[config.mk]
export PLATFORM = sky130hd
export DESIGN_NAME = pulse_sched
export DESIGN_NICKNAME = d
export VERILOG_FILES = /design/src/rtl/pulse_sched_pkg.sv /design/src/rtl/pulse_sched_timer.sv /design/src/rtl/pulse_sched.sv
export SDC_FILE = /design/constraint.sdc
export NUM_CORES = 1
export LEC_CHECK = 0
export CORE_ASPECT_RATIO = 1.75
export CORE_MARGIN = 1
export CORE_UTILIZATION = 65
export CTS_CLUSTER_DIAMETER = 50
export DETAILED_ROUTE_END_ITERATION = 6
export DONT_BUFFER_PORTS = 1
export GPL_TIMING_DRIVEN = 0
export PLACE_DENSITY = 0.81
export SETUP_SLACK_MARGIN = 0.02
export SLEW_MARGIN = 40
export SYNTH_ARGS = -nofsm -noshare
export SYNTH_HDL_FRONTEND = slang
export SYNTH_SLANG_ARGS = --single-unit
[constraint.sdc]
create_clock -name clk -period 5.9 [get_ports clk]
set_clock_uncertainty 0.1 [all_clocks]
set_input_delay 0.59 -clock clk [delete_from_list [all_inputs] [get_ports clk]]
set_output_delay 0.59 -clock clk [all_outputs]
set_load 0.05 [all_outputs]
[src/rtl/pulse_sched_pkg.sv]
// Shared types and helpers for the pulse_sched round-robin pulse scheduler.
package pulse_sched_pkg;

  localparam int unsigned MAX_REQ = 16;
  localparam int unsigned IDX_W   = 4;

  typedef enum logic [1:0] {
    S_IDLE  = 2'd0,
    S_PULSE = 2'd1,
    S_GAP   = 2'd2
  } state_e;

  // Width 0 means one cycle; anything above the maximum is clamped.
  function automatic int unsigned clamp_width(input int unsigned w, input int unsigned max_w);
    int unsigned res;
    res = w;
    if (w == 0) begin
      res = 1;
    end else if (w > max_w) begin
      res = max_w;
    end
    return res;
  endfunction

  // First candidate after ptr, wrapping modulo n; returns ptr when none is set.
  function automatic logic [IDX_W-1:0] rr_pick(input logic [MAX_REQ-1:0] cand,
                                                input logic [IDX_W-1:0]   ptr,
                                                input int unsigned        n);
    logic [IDX_W-1:0] res;
    logic             found;
    int unsigned      idx;
    res   = ptr;
    found = 1'b0;
    for (int unsigned i = 1; i <= MAX_REQ; i++) begin
      idx = 32'(ptr) + i;
      if (idx >= n) begin
        idx = idx - n;
      end
      if (!found && (i <= n) && cand[IDX_W'(idx)]) begin
        res   = IDX_W'(idx);
        found = 1'b1;
      end
    end
    return res;
  endfunction

endpackage

[src/rtl/pulse_sched_timer.sv]
// Loadable down-counter producing a registered pulse of the loaded width.
module pulse_timer #(
  parameter int unsigned WW = 5
) (
  input  logic          clk,
  input  logic          i_reset,
  input  logic          i_load,
  input  logic [WW-1:0] i_width,
  output logic          o_x,
  output logic          o_last
);

  logic          x_q, x_d;
  logic [WW-1:0] cnt_q, cnt_d;

  // Load starts a pulse; cnt holds the high cycles still to come after this one.
  always_comb begin
    x_d   = x_q;
    cnt_d = cnt_q;
    if (i_load) begin
      x_d   = 1'b1;
      cnt_d = i_width - WW'(1);
    end else if (x_q) begin
      if (cnt_q == '0) begin
        x_d = 1'b0;
      end else begin
        cnt_d = cnt_q - WW'(1);
      end
    end
  end

  // Counter and pulse registers.
  always_ff @(posedge clk) begin
    if (i_reset) begin
      x_q   <= 1'b0;
      cnt_q <= '0;
    end else begin
      x_q   <= x_d;
      cnt_q <= cnt_d;
    end
  end

  assign o_x    = x_q;
  assign o_last = x_q && (cnt_q == '0);

endmodule

[src/rtl/pulse_sched.sv]
// Round-robin scheduler sharing one pulse line among N_REQ edge-triggered requesters.
// Optional sticky drop flags: define PULSE_SCHED_DROP_DETECT_EN.
module pulse_sched
  import pulse_sched_pkg::*;
#(
  parameter int unsigned N_REQ     = 4,
  parameter int unsigned MAX_WIDTH = 16,
  parameter int unsigned GAP       = 1,
  parameter int unsigned WW        = $clog2(MAX_WIDTH + 1),
  parameter int unsigned OW        = $clog2(N_REQ)
) (
  input  logic                clk,
  input  logic                i_reset,
  input  logic [N_REQ-1:0]    i_req,
  input  logic [N_REQ*WW-1:0] i_width,
  output logic                o_x,
  output logic [N_REQ-1:0]    o_gnt,
  output logic [N_REQ-1:0]    o_done,
  output logic [OW-1:0]       o_owner,
  output logic                o_busy,
  output logic [N_REQ-1:0]    o_dropped
);

  localparam int unsigned GW = (GAP > 1) ? $clog2(GAP) : 1;

  state_e           state_q, state_d;
  logic [N_REQ-1:0] req_prev_q;
  logic [N_REQ-1:0] pending_q, pending_d;
  logic [N_REQ-1:0] gnt_q, gnt_d;
  logic [N_REQ-1:0] done_q, done_d;
  logic [OW-1:0]    owner_q, owner_d;
  logic [OW-1:0]    ptr_q, ptr_d;
  logic [GW-1:0]    gap_q, gap_d;
  logic             busy_q, busy_d;

  logic [N_REQ-1:0] rise_c;
  logic [N_REQ-1:0] cand_c;
  logic [OW-1:0]    pick_c;
  logic [WW-1:0]    width_sel_c;
  logic [WW-1:0]    width_clamped_c;
  logic             load_c;
  logic             timer_last_c;

  assign rise_c = i_req & ~req_prev_q;
  assign cand_c = pending_q | rise_c;
  assign pick_c = OW'(rr_pick(MAX_REQ'(cand_c), IDX_W'(ptr_q), N_REQ));

  // Select the winner's width and clamp it into 1..MAX_WIDTH.
  always_comb begin
    width_sel_c = '0;
    for (int unsigned i = 0; i < N_REQ; i++) begin
      if (pick_c == OW'(i)) begin
        width_sel_c = i_width[i*WW +: WW];
      end
    end
    width_clamped_c = WW'(clamp_width(32'(width_sel_c), MAX_WIDTH));
  end

  // Next state, arbitration and registered output values.
  always_comb begin
    state_d   = state_q;
    pending_d = pending_q | rise_c;
    gnt_d     = '0;
    done_d    = '0;
    owner_d   = owner_q;
    ptr_d     = ptr_q;
    gap_d     = gap_q;
    load_c    = 1'b0;
    unique case (state_q)
      S_IDLE: begin
        if (|cand_c) begin
          state_d   = S_PULSE;
          load_c    = 1'b1;
          pending_d = cand_c & ~(N_REQ'(1) << pick_c);
          gnt_d     = N_REQ'(1) << pick_c;
          owner_d   = pick_c;
          ptr_d     = pick_c;
        end
      end
      S_PULSE: begin
        if (timer_last_c) begin
          state_d = S_GAP;
          done_d  = N_REQ'(1) << owner_q;
          gap_d   = GW'(GAP - 1);
        end
      end
      S_GAP: begin
        if (gap_q == '0) begin
          state_d = S_IDLE;
        end else begin
          gap_d = gap_q - GW'(1);
        end
      end
      default: state_d = S_IDLE;
    endcase
    busy_d = (state_d != S_IDLE);
  end

  // State and output registers; reset samples i_req so held requests do not fire.
  always_ff @(posedge clk) begin
    if (i_reset) begin
      state_q    <= S_IDLE;
      req_prev_q <= i_req;
      pending_q  <= '0;
      gnt_q      <= '0;
      done_q     <= '0;
      owner_q    <= '0;
      ptr_q      <= OW'(N_REQ - 1);
      gap_q      <= '0;
      busy_q     <= 1'b0;
    end else begin
      state_q    <= state_d;
      req_prev_q <= i_req;
      pending_q  <= pending_d;
      gnt_q      <= gnt_d;
      done_q     <= done_d;
      owner_q    <= owner_d;
      ptr_q      <= ptr_d;
      gap_q      <= gap_d;
      busy_q     <= busy_d;
    end
  end

  pulse_timer #(.WW(WW)) u_timer (
    .clk     (clk),
    .i_reset (i_reset),
    .i_load  (load_c),
    .i_width (width_clamped_c),
    .o_x     (o_x),
    .o_last  (timer_last_c)
  );

`ifdef PULSE_SCHED_DROP_DETECT_EN
  logic [N_REQ-1:0] dropped_q;

  // Sticky flag for a rise that found its pending slot already occupied.
  always_ff @(posedge clk) begin
    if (i_reset) begin
      dropped_q <= '0;
    end else begin
      dropped_q <= dropped_q | (rise_c & pending_q);
    end
  end

  assign o_dropped = dropped_q;
`else
  assign o_dropped = '0;
`endif

  assign o_gnt   = gnt_q;
  assign o_done  = done_q;
  assign o_owner = owner_q;
  assign o_busy  = busy_q;

endmodule

==> results.md, run 1 <==
* Result of the run: finished, final reports clean
* Relative max-transition margin at 0.531
* Share of the yosys chip area belonging to registers at 0.334
* Async SR Flop Fraction at 0
* Reg2Reg Setup Slack at 1.10 ns
* Starting utilization of the core area at 0.689
* Cell-by-cell trace of the critical path: buf_2, buf_2, inv_1, ha_1, nor2b_1, a21oi_1, o21ai_1, a211o_1, and2_1, buf_2, mux4_2, a21o_1, a22oi_1, ha_1, o21ai_0, nor4_1, o21bai_1, a31oi_1
* Die height at around 70 um
* Final wirelength at about 4000 um
* Slowest Stage Delay on Critical Path at ~0.57 ns
* Antenna diodes at 0
* Root Driver: clkbuf_8
* Most repeated library cell on the critical path: buf_2
* Clock sinks at 29
* Destination of the worst register-to-register timing path: u_timer.cnt_q[4]$_SDFFE_PP0P_
* Growth of design area from synthesis to finish at 8.35%
* Master of the slowest instance on the critical path: mux4_2
* Largest net degree at the start of global routing at 11
* Worst path buffer plus inverter count at 4
* Max-cap violation count at 0
* Number of stages on the worst hold path at 0
* Final weighted congestion in routability-driven placement at 0.788
* Worst min-delay path category: input pin to flip-flop
* Number of DRC violations after detailed routing at 0
* Distinct cells, synth at 50
* Quantity of I/O buffers inserted on ports at 0
* Leak pwr at ~0.81 nW
* Mean post-synth cell area at approximately 8.7 um2
* Final-report hold violation count at 0
* Max FO, Critical Path at 10
* Total number of yosys warnings at 0
* Number of flops mapped to enable cells by yosys at 0
* I/O pin count at between 40 and 50
* Gr usage total at 0.308
* Buffer levels on the longest clock path at 2
* Dominant synthesized flop cell: dfxtp_1
* Drt via density at between 6 and 7
* Wire length per cell after detailed routing at 16.9 um
* Maximum ir drop on the vdd rail at 0.584 mV
* Antenna violations before repair at 0
* Die footprint at slightly below 3000 um2
* Later-pin clock latency in the skew report at between 0.2 and 0.3 ns
* Fmax at roughly 210 MHz
* Share of the clock period used by the worst path after layout at 0.813
* # fillers at ~200
* Remaining number of nets flagged by the antenna check after routing at 0
* Type of destination of the critical path: flip-flop
* Post-layout min period at roughly 4.8 ns
* Number of search-and-repair iterations in the first detailed-routing pass at 5
* Worst Setup Start Kind: flip-flop
* Post-cts hold buffer count at 0
* Pwr Density at 764 nW/um2
* Total of endpoints with negative setup slack in the final report at 0
* Via count at around 1.5k
* Fraction of layout cells with a size suffix above 1 at 0.137
* Clock input transition at the sequential cells of the worst setup and hold paths at roughly 0.07 ns
* Number of global-route vias before repair at roughly 1.5k
* Final Max Tran Viols at 0
* Netlist Area Pre-Place at 1740 um2
* Worst-margin pin slew at around 0.70 ns
* Clock tree from TritonCTS: built
* Area of the core at 2520 um2
* Overflow left after global routing at 0
* Required time at the endpoint of the critical path at approximately 6.0 ns
* Startpoint of the lowest-slack register-to-register path: ptr_q[0]$_SDFFE_PP1P_
* Cell family contributing the most delay on the critical path: compound AO/OA/AOI/OAI gates
* Capture endpoint of the worst hold path: req_prev_q[3]$_DFF_P_
* Arrival time at the worst endpoint at ~4.9 ns
* Starting DRC count in detailed routing at 43
* Total negative setup slack at 0 ns
* Critical setup path kind: flip-flop to flip-flop
* Global-route wire length before repair at roughly 6300 um
* Post_cts resized at 0
* CTS HTree Levels at 2
* Share of the core filled with cells at 0.747
* Number of buffers created by CTS at 5
* Count of standard-cell rows at 24
* Cell count of the worst reg-to-reg path at 18
* Number of nets in the layout at 240
* Hold path startpoint: i_req[3]
* Number of setup buffers added after CTS at 0
* Setup repair after global routing missed its margin: no
* Die Width at 41.1 um
* Synthesized instance count at 200
* Placed wire-length estimate after detailed placement at 3070 um
* Yosys reg bits at 29
## cells in the mapped netlist (4+ instances only)
library cell  instances  area share
a21oi_1              11       0.032
and2_1                4       0.014
and3_1                4       0.014
buf_2                 4       0.012
buf_4                 4       0.017
clkbuf_1              6       0.013
dfxtp_1              29        0.33
ha_1                  4       0.029
inv_1                 6       0.013
mux2i_1               9       0.052
nand2_1              10       0.022
nand4_1               4       0.014
nor2_1               26       0.056
nor2b_1               5       0.018
nor3_1               10       0.029
nor4_1                5       0.018
o21bai_1              4       0.017
## stage by stage
stage                     instance area, um2  hold WS [ns]  power, W  cells  worst slack, ns
after floorplan                         1750         0.378   0.00109    203             1.89
after global placement                  1780         0.408   0.00122    229             1.42
after detailed placement                1780         0.428   0.00125    229             1.13
after CTS                               1880         0.224   0.00144    237             1.12
after global routing                    1880         0.220   0.00154    237            0.799
final                                   1880         0.231   0.00144    237             1.10
## layout make-up
type,instances,area (um2),area share
multi-input combinational,154,1070,0.570
sequential,29,581,0.308
clock buffer,7,96.3,0.0511
clock inverter,1,5.00,0.00266
inverter,6,22.5,0.0120
buffer,14,72.6,0.0385
tap,26,32.5,0.0173
## per-layer routing
metal	routed length, um	GRT usage	vias to the layer above
met4	121	0.133	0
li1	-	-	748
met2	2240	0.552	48
met5	0	0	-
met1	1460	0.297	726
met3	175	0.0762	15
## registers in the layout, summed over array words and instances (netlist names)
name and flops:
o_done 4, u_timer.o_x 1, o_owner 2, u_timer.cnt_q 5
req_prev_q 4, ptr_q 2, pending_q 4, o_gnt 4
state_q 2, o_busy 1
## placed cells by master, fill, tap and decap left out, drive strengths merged, types with 2 or more instances in the layout
cell type	netlist	routed
nand3	3	3
clkbuf	6	13
buf	8	8
mux4	3	3
a21o	3	3
dfxtp	29	29
o21ai	4	4
mux2i	9	9
nor4	5	5
and2	6	6
a22oi	2	2
a311oi	2	2
nor3	10	10
nor3b	2	2
a2bb2oi	3	3
a211oi	3	3
nor2	26	26
a31oi	3	3
nand2	10	10
o21bai	4	4
nor2b	5	5
nand4	4	4
mux2	3	3
nand2b	4	4
a21oi	11	11
a211o	3	3
ha	4	4
inv	6	6
and3	4	4
conb	1	4
## where the power goes
| group | switching [W] | total (W) | leakage (nW) | internal, W |
|---|---|---|---|---|
| sequential | 0.000117 | 0.000368 | 0.240 | 0.000251 |
| clock | 0.0000738 | 0.000179 | 0.0542 | 0.000105 |
| combinational | 0.000511 | 0.000893 | 0.511 | 0.000382 |
## worst max path at each step
stage                     startpoint                             to  slack, ns  cells after the start
2_1_floorplan  ptr_q[0]$_SDFFE_PP1P_  u_timer.cnt_q[4]$_SDFFE_PP0P_       1.89                     17
3_3_place_gp   ptr_q[0]$_SDFFE_PP1P_  u_timer.cnt_q[4]$_SDFFE_PP0P_       1.42                     18
3_5_place_dp   ptr_q[0]$_SDFFE_PP1P_  u_timer.cnt_q[4]$_SDFFE_PP0P_       1.13                     18
4_1_cts        ptr_q[0]$_SDFFE_PP1P_  u_timer.cnt_q[4]$_SDFFE_PP0P_       1.12                     18
5_1_grt        ptr_q[0]$_SDFFE_PP1P_  u_timer.cnt_q[4]$_SDFFE_PP0P_       0.80                     18
6_report       ptr_q[0]$_SDFFE_PP1P_  u_timer.cnt_q[4]$_SDFFE_PP0P_       1.10                     18
## cell families (layout without fill, tap and decap cells)
kind of cell | Yosys count | in the layout | share of synthesized area
flops | 29 | 29 | 0.334
mux | 15 | 15 | 0.110
simple gates | 82 | 82 | 0.246
xor+xnor | 1 | 1 | 0.00936
buf+inv | 20 | 28 | 0.0547
other cells | 1 | 4 | 0.00216
fa+ha+maj | 4 | 4 | 0.0288
compound gates | 48 | 48 | 0.215
(Power assumes the default switching activity.)
==> inputs of run 2 (changes only) <==
- CORE_UTILIZATION: 65 -> 62
- PLACE_DENSITY: 0.81 -> 0.78
- clock period: 5.9 -> 4.9 ns (I/O delays scaled with it)
==> results.md, run 2 (synthesis gave the netlist of run 1 again) <==
* Crit path setup slack, layout at 0.328 ns (was 1.10 ns)
* Cell-by-cell trace of the critical path: buf_2, buf_2, inv_1, ha_1, and2_1, o32ai_4, a211o_1, and2_1, buf_2, mux4_2, a21o_1, a22oi_1, ha_1, o21ai_0, nor4_1, o21bai_1, a31oi_1 (was buf_2, buf_2, inv_1, ha_1, nor2b_1, a21oi_1, o21ai_1, a211o_1, and2_1, buf_2, mux4_2, a21o_1, a22oi_1, ha_1, o21ai_0, nor4_1, o21bai_1, a31oi_1)
* Buffer levels on the longest clock path at 2 (unchanged)
* Overflow left after global routing at 0 (unchanged)
* Final wirelength at 4150 um (was 4000 um)
* Antenna diodes at 0 (unchanged)
* Clock tree from TritonCTS: built (unchanged)
* Arrival time at the worst endpoint at 4.69 ns (was 4.91 ns)
* Gr usage total at 0.291 (was 0.308)
* Number of nets in the layout at 241 (was 240)
* Die Width at 42.0 um (was 41.1 um)
* Post-cts hold buffer count at 0 (unchanged)
* Hold path startpoint: i_req[0] (was i_req[3])
* Met3 routing resource usage after global routing at 0.0423 (was 0.0762)
* Total negative setup slack at 0 ns (unchanged)
* GRT busiest layer: met2 (unchanged)
* Multi-input combinational cell area at 1090 um2 (was 1070 um2)
* Die footprint at 3030 um2 (was 2890 um2)
* Later-pin clock latency in the skew report at 0.29 ns (was 0.28 ns)
* Drt via density at 6.39 (was 6.49)
* Met2 global-route usage at 0.552 (unchanged)
* Register bank with the most flops: u_timer.cnt_q (unchanged)
* Worst-margin pin slew at 0.686 ns (was 0.703 ns)
* Max-cap violation count at 0 (unchanged)
* Area of the core at 2690 um2 (was 2520 um2)
* Fraction of layout cells with a size suffix above 1 at 0.146 (was 0.137)
* CP startpoint: ptr_q[0]$_SDFFE_PP1P_ (unchanged)
* Via count at 1528 (was 1537)
* # fillers at 234 (was 198)
* Final-report hold violation count at 0 (unchanged)
* Fmax at 219 MHz (was 208 MHz)
* Setup repair after global routing missed its margin: no (unchanged)
* Most frequent standard cell in the layout excluding fill and tap cells: dfxtp_1 (unchanged)
* Die height at 72.1 um (was 70.4 um)
* Result of the run: finished, final reports clean (unchanged)
* Max FO, Critical Path at 10 (unchanged)
* Leak pwr at 0.803 nW (was 0.805 nW)
* Root Driver: clkbuf_8 (unchanged)
* Number of DRC violations after detailed routing at 0 (unchanged)
* Number of search-and-repair iterations in the first detailed-routing pass at 5 (unchanged)
* Hold_ws at 0.121 ns (was 0.231 ns)
* I/O pin count at 42 (unchanged)
* Placed wire-length estimate after detailed placement at 3150 um (was 3070 um)
* Relative max-transition margin at 0.542 (was 0.531)
* Pwr Density at 915 nW/um2 (was 764 nW/um2)
* Critical setup path kind: flip-flop to flip-flop (unchanged)
* Number of global-route vias before repair at 1491 (was 1488)
* Met1 layer usage reported by global route at 0.278 (was 0.297)
* Antenna violations before repair at 0 (unchanged)
* Share of the clock period used by the worst path after layout at 0.933 (was 0.813)
* Required time at the endpoint of the critical path at 5.01 ns (was 6.01 ns)
* Slowest Stage Delay on Critical Path at 0.57 ns (about the same)
* Top library cells by usage in the layout, fill and taps aside: dfxtp_1, nor2_1, a21oi_1 (unchanged)
* Final Max Tran Viols at 0 (unchanged)
* Startpoint of the lowest-slack register-to-register path: ptr_q[0]$_SDFFE_PP1P_ (unchanged)
* Remaining number of nets flagged by the antenna check after routing at 0 (unchanged)
* Wire length per cell after detailed routing at 17.4 um (was 16.9 um)
* Post-layout min period at 4.57 ns (was 4.80 ns)
* CTS HTree Levels at 2 (unchanged)
* Total of endpoints with negative setup slack in the final report at 0 (unchanged)
* Minimum setup slack after placement at 0.197 ns (was 1.13 ns)
* Type of destination of the critical path: flip-flop (unchanged)
* Most repeated library cell on the critical path: buf_2 (unchanged)
* Clock sinks at 29 (unchanged)
* Number of buffers created by CTS at 5 (unchanged)
* Maximum ir drop on the vdd rail at 0.593 mV (was 0.584 mV)
* Clock input transition at the sequential cells of the worst setup and hold paths at 0.07 ns (about the same)
* Worst min-delay path category: input pin to flip-flop (unchanged)
* Worst Setup Start Kind: flip-flop (unchanged)
* Starting DRC count in detailed routing at 32 (was 43)
* Starting utilization of the core area at 0.647 (was 0.689)
* Area occupied by registers at 581 um2 (unchanged)
* Count of standard-cell rows at 25 (was 24)
* Flip-flop count of the largest register after layout at 5 (unchanged)
* Final weighted congestion in routability-driven placement at 0.884 (was 0.788)
* Master of the slowest instance on the critical path: mux4_2 (unchanged)
* Quantity of I/O buffers inserted on ports at 0 (unchanged)
* Growth of design area from synthesis to finish at 8.85% (was 8.35%)
* Largest net degree at the start of global routing at 11 (unchanged)
* Global-route wire length before repair at 6670 um (was 6330 um)
[run 2: critical path: cells and delay by family, from the launching register on]
| family | cells | cell delay, ns |
|---|---|---|
| fa+ha+maj | 2 | 0.69 |
| buf+inv | 4 | 0.86 |
| simple gates | 3 | 0.58 |
| mux | 1 | 0.57 |
| compound gates | 7 | 1.37 |
| flops | 1 | 0.33 |
[run 2: metrics by stage]
step	std cells	utilization	total power, W	instance area (um2)
2_1_floorplan	203	-	0.00131	1750
3_3_place_gp	230	0.663	0.00147	1780
3_5_place_dp	230	0.663	0.00151	1780
4_1_cts	238	0.695	0.00171	1870
5_1_grt	239	0.704	0.00186	1890
6_report	239	0.704	0.00173	1890
[run 2: report_power, final]
part,internal (W),switching (W)
sequential,0.000302,0.000141
clock,0.0000978,0.000101
combinational,0.000471,0.000620
[run 2: cell type report]
cell class | count | share of cell area
timing repair buffer | 1 | 0.00397
tap | 27 | 0.0178
clock inverter | 3 | 0.00925
inverter | 6 | 0.0119
sequential | 29 | 0.307
clock buffer | 5 | 0.0364
multi-input combinational | 154 | 0.576
buffer | 14 | 0.0383
[run 2: timing repair]
action | in CTS | in global routing
gates resized for setup | 0 | 2
setup buffers | 0 | 1
endpoints found under the setup margin | 0 | 2
[run 2: layer usage]
layer / wire [um] / vias up
met5: 0 / -
met4: 192 / 0
met3: 166 / 15
met2: 2370 / 37
met1: 1420 / 720
li1: - / 756
[run 2: final timing paths]
path | endpoint | slack (ns) | depth (start not counted)
worst max-delay path | u_timer.cnt_q[4]$_SDFFE_PP0P_ | 0.33 | 17
worst min-delay path | req_prev_q[0]$_DFF_P_ | 0.12 | 0
worst max register to register | u_timer.cnt_q[4]$_SDFFE_PP0P_ | 0.33 | 17
worst min register to register | u_timer.cnt_q[1]$_SDFFE_PP0P_ | 0.42 | 2
==> inputs of run 3 (changes only) <==
==> constraint.sdc (replaced) <==
create_clock -name clk -period 4.9 [get_ports clk]
set_clock_uncertainty 0.1 [all_clocks]
set_input_delay 0.245 -clock clk [delete_from_list [all_inputs] [get_ports clk]]
set_output_delay 0.245 -clock clk [all_outputs]
set_load 0.05 [all_outputs]
==> results.md, run 3 (synthesis gave the netlist of run 1 again) <==
* Final Max Tran Viols at 0 (unchanged)
* Maximum ir drop on the vdd rail at 0.594 mV (was 0.593 mV)
* Clock input transition at the sequential cells of the worst setup and hold paths at 0.07 ns (about the same)
* Worst-margin pin slew at 0.686 ns (unchanged)
* Worst min-delay path category: input pin to flip-flop (unchanged)
* Total of endpoints with negative setup slack in the final report at 0 (unchanged)
* Worst Setup Start Kind: flip-flop (unchanged)
* CTS HTree Levels at 2 (unchanged)
* Destination of the worst register-to-register timing path: u_timer.cnt_q[4]$_SDFFE_PP0P_ (unchanged)
* Die Width at 42.0 um (unchanged)
* Type of destination of the critical path: flip-flop (unchanged)
* Cell count of the worst reg-to-reg path at 17 (unchanged)
* Capture endpoint of the worst hold path: pending_q[0]$_SDFF_PP0_ (was req_prev_q[0]$_DFF_P_)
* Antenna violations before repair at 0 (unchanged)
* Die footprint at 3030 um2 (unchanged)
* Clock sinks at 29 (unchanged)
* Post-route cell area at 1940 um2 (was 1890 um2)
* Fraction of layout cells with a size suffix above 1 at 0.143 (was 0.146)
* Number of DRC violations after detailed routing at 0 (unchanged)
* Number of search-and-repair iterations in the first detailed-routing pass at 4 (was 5)
* Startpoint of the lowest-slack register-to-register path: ptr_q[0]$_SDFFE_PP1P_ (unchanged)
* Final wirelength at 4220 um (was 4150 um)
* Number of global-route vias before repair at 1525 (was 1491)
* Critical setup path kind: flip-flop to flip-flop (unchanged)
* Via count at 1555 (was 1528)
* Antenna diodes at 0 (unchanged)
* # fillers at 227 (was 234)
* Post-layout min period at 4.62 ns (was 4.57 ns)
* Instance area after placement at 1780 um2 (unchanged)
* Overflow left after global routing at 0 (unchanged)
* Required time at the endpoint of the critical path at 5.01 ns (about the same)
* Wire length per cell after detailed routing at 17.3 um (was 17.4 um)
* Max FO, Critical Path at 10 (unchanged)
* Quantity of I/O buffers inserted on ports at 0 (unchanged)
* Clock tree from TritonCTS: built (unchanged)
* Number of nets in the layout at 246 (was 241)
* Global-route wire length before repair at 6820 um (was 6670 um)
* Die height at 72.1 um (unchanged)
* Hold path startpoint: i_req[0] (unchanged)
* Starting DRC count in detailed routing at 31 (was 32)
* Drt via density at 6.37 (was 6.39)
* Arrival time at the worst endpoint at 4.73 ns (was 4.69 ns)
* Flip-flop count of the largest register after layout at 5 (unchanged)
* Placed wire-length estimate after detailed placement at 3150 um (unchanged)
* Growth of design area from synthesis to finish at 11.7% (was 8.85%)
* Gr usage total at 0.296 (was 0.291)
* Largest net degree at the start of global routing at 11 (unchanged)
* Root Driver: clkbuf_8 (unchanged)
* Max-cap violation count at 0 (unchanged)
* Later-pin clock latency in the skew report at 0.29 ns (about the same)
* Share of the clock period used by the worst path after layout at 0.942 (was 0.933)
* Hold_ws at 0.199 ns (was 0.121 ns)
* Number of stages on the worst hold path at 3 (was 0)
* Remaining number of nets flagged by the antenna check after routing at 0 (unchanged)
* Number of buffers created by CTS at 5 (unchanged)
* Count of standard-cell rows at 25 (unchanged)
* Fmax at 217 MHz (was 219 MHz)
* Top library cells by usage in the layout, fill and taps aside: dfxtp_1, nor2_1, a21oi_1 (unchanged)
* Starting utilization of the core area at 0.647 (unchanged)
* Final-report hold violation count at 0 (unchanged)
* I/O pin count at 42 (unchanged)
* Result of the run: finished, final reports clean (unchanged)
* Buffer levels on the longest clock path at 2 (unchanged)
* Register bank with the most flops: u_timer.cnt_q (unchanged)
* Relative max-transition margin at 0.542 (unchanged)
* Reg2Reg Setup Slack at 0.28 ns (was 0.33 ns)
* Leak pwr at 0.824 nW (was 0.803 nW)
* Pwr Density at 895 nW/um2 (was 915 nW/um2)
* Area of the core at 2690 um2 (unchanged)
* Final weighted congestion in routability-driven placement at 0.884 (unchanged)
* Most frequent standard cell in the layout excluding fill and tap cells: dfxtp_1 (unchanged)
-- run 3: what timing repair did --
item,in CTS,in global routing
endpoints found under the hold margin,5,0
gates resized for setup,0,2
buffers inserted,0,1
hold buffers,5,0
setup endpoints to repair,0,2
-- run 3: cell type report --
cell class	instances	area (um2)	share of cell area
well taps	27	33.8	0.0174
repair buffers	6	57.6	0.0296
clock inverters	3	17.5	0.00901
inverters	6	22.5	0.0116
clock buffers	5	68.8	0.0354
plain buffers	14	72.6	0.0373
flip-flops and latches	29	581	0.299
multi-input cells	154	1090	0.561
-- run 3: worst max path at each step --
stage                                startpoint                       endpoint  slack (ns)
after global placement    ptr_q[0]$_SDFFE_PP1P_  u_timer.cnt_q[4]$_SDFFE_PP0P_        0.37
after global routing      ptr_q[0]$_SDFFE_PP1P_  u_timer.cnt_q[4]$_SDFFE_PP0P_      -0.001
after detailed placement  ptr_q[0]$_SDFFE_PP1P_  u_timer.cnt_q[4]$_SDFFE_PP0P_        0.20
final                     ptr_q[0]$_SDFFE_PP1P_  u_timer.cnt_q[4]$_SDFFE_PP0P_        0.28
after floorplan           ptr_q[0]$_SDFFE_PP1P_  u_timer.cnt_q[4]$_SDFFE_PP0P_        0.89
after CTS                 ptr_q[0]$_SDFFE_PP1P_  u_timer.cnt_q[4]$_SDFFE_PP0P_        0.14
-- run 3: metrics by stage --
stage	total power, W	utilization	instances	setup slack [ns]	setup TNS, ns
4_1_cts	0.00172	0.714	243	0.143	0
2_1_floorplan	0.00131	-	203	0.893	0
3_5_place_dp	0.00151	0.663	230	0.197	0
3_3_place_gp	0.00147	0.663	230	0.365	0
6_report	0.00174	0.722	244	0.284	0
5_1_grt	0.00187	0.722	244	-0.00110	-0.00110
-- run 3: routing by layer --
layer	share of wire	track usage	up-vias
li1	-	-	763
met1	0.34	0.288	728
met2	0.57	0.561	49
met3	0.038	0.0423	15
met4	0.048	0.198	0
met5	0	0	-
-- run 3: critical path, cell delays in order (launching register included) --
cell and delay (ns):
dfxtp_1 0.33, buf_2 0.19, buf_2 0.24, inv_1 0.18
ha_1 0.42, and2_1 0.23, o22ai_1 0.20, o21ai_2 0.15
o41ai_2 0.45, xnor2_2 0.30, mux2_2 0.44, a21o_1 0.16
a22oi_1 0.18, ha_1 0.27, o21ai_0 0.19, nor4_1 0.22
o21bai_1 0.11, a31oi_1 0.16
-- run 3: power breakdown --
group / internal (W) / switching (W) / total [W]
combinational: 0.000474 / 0.000623 / 0.00110
sequential: 0.000302 / 0.000140 / 0.000443
clock: 0.0000978 / 0.000101 / 0.000199
total: 0.000874 / 0.000864 / 0.00174
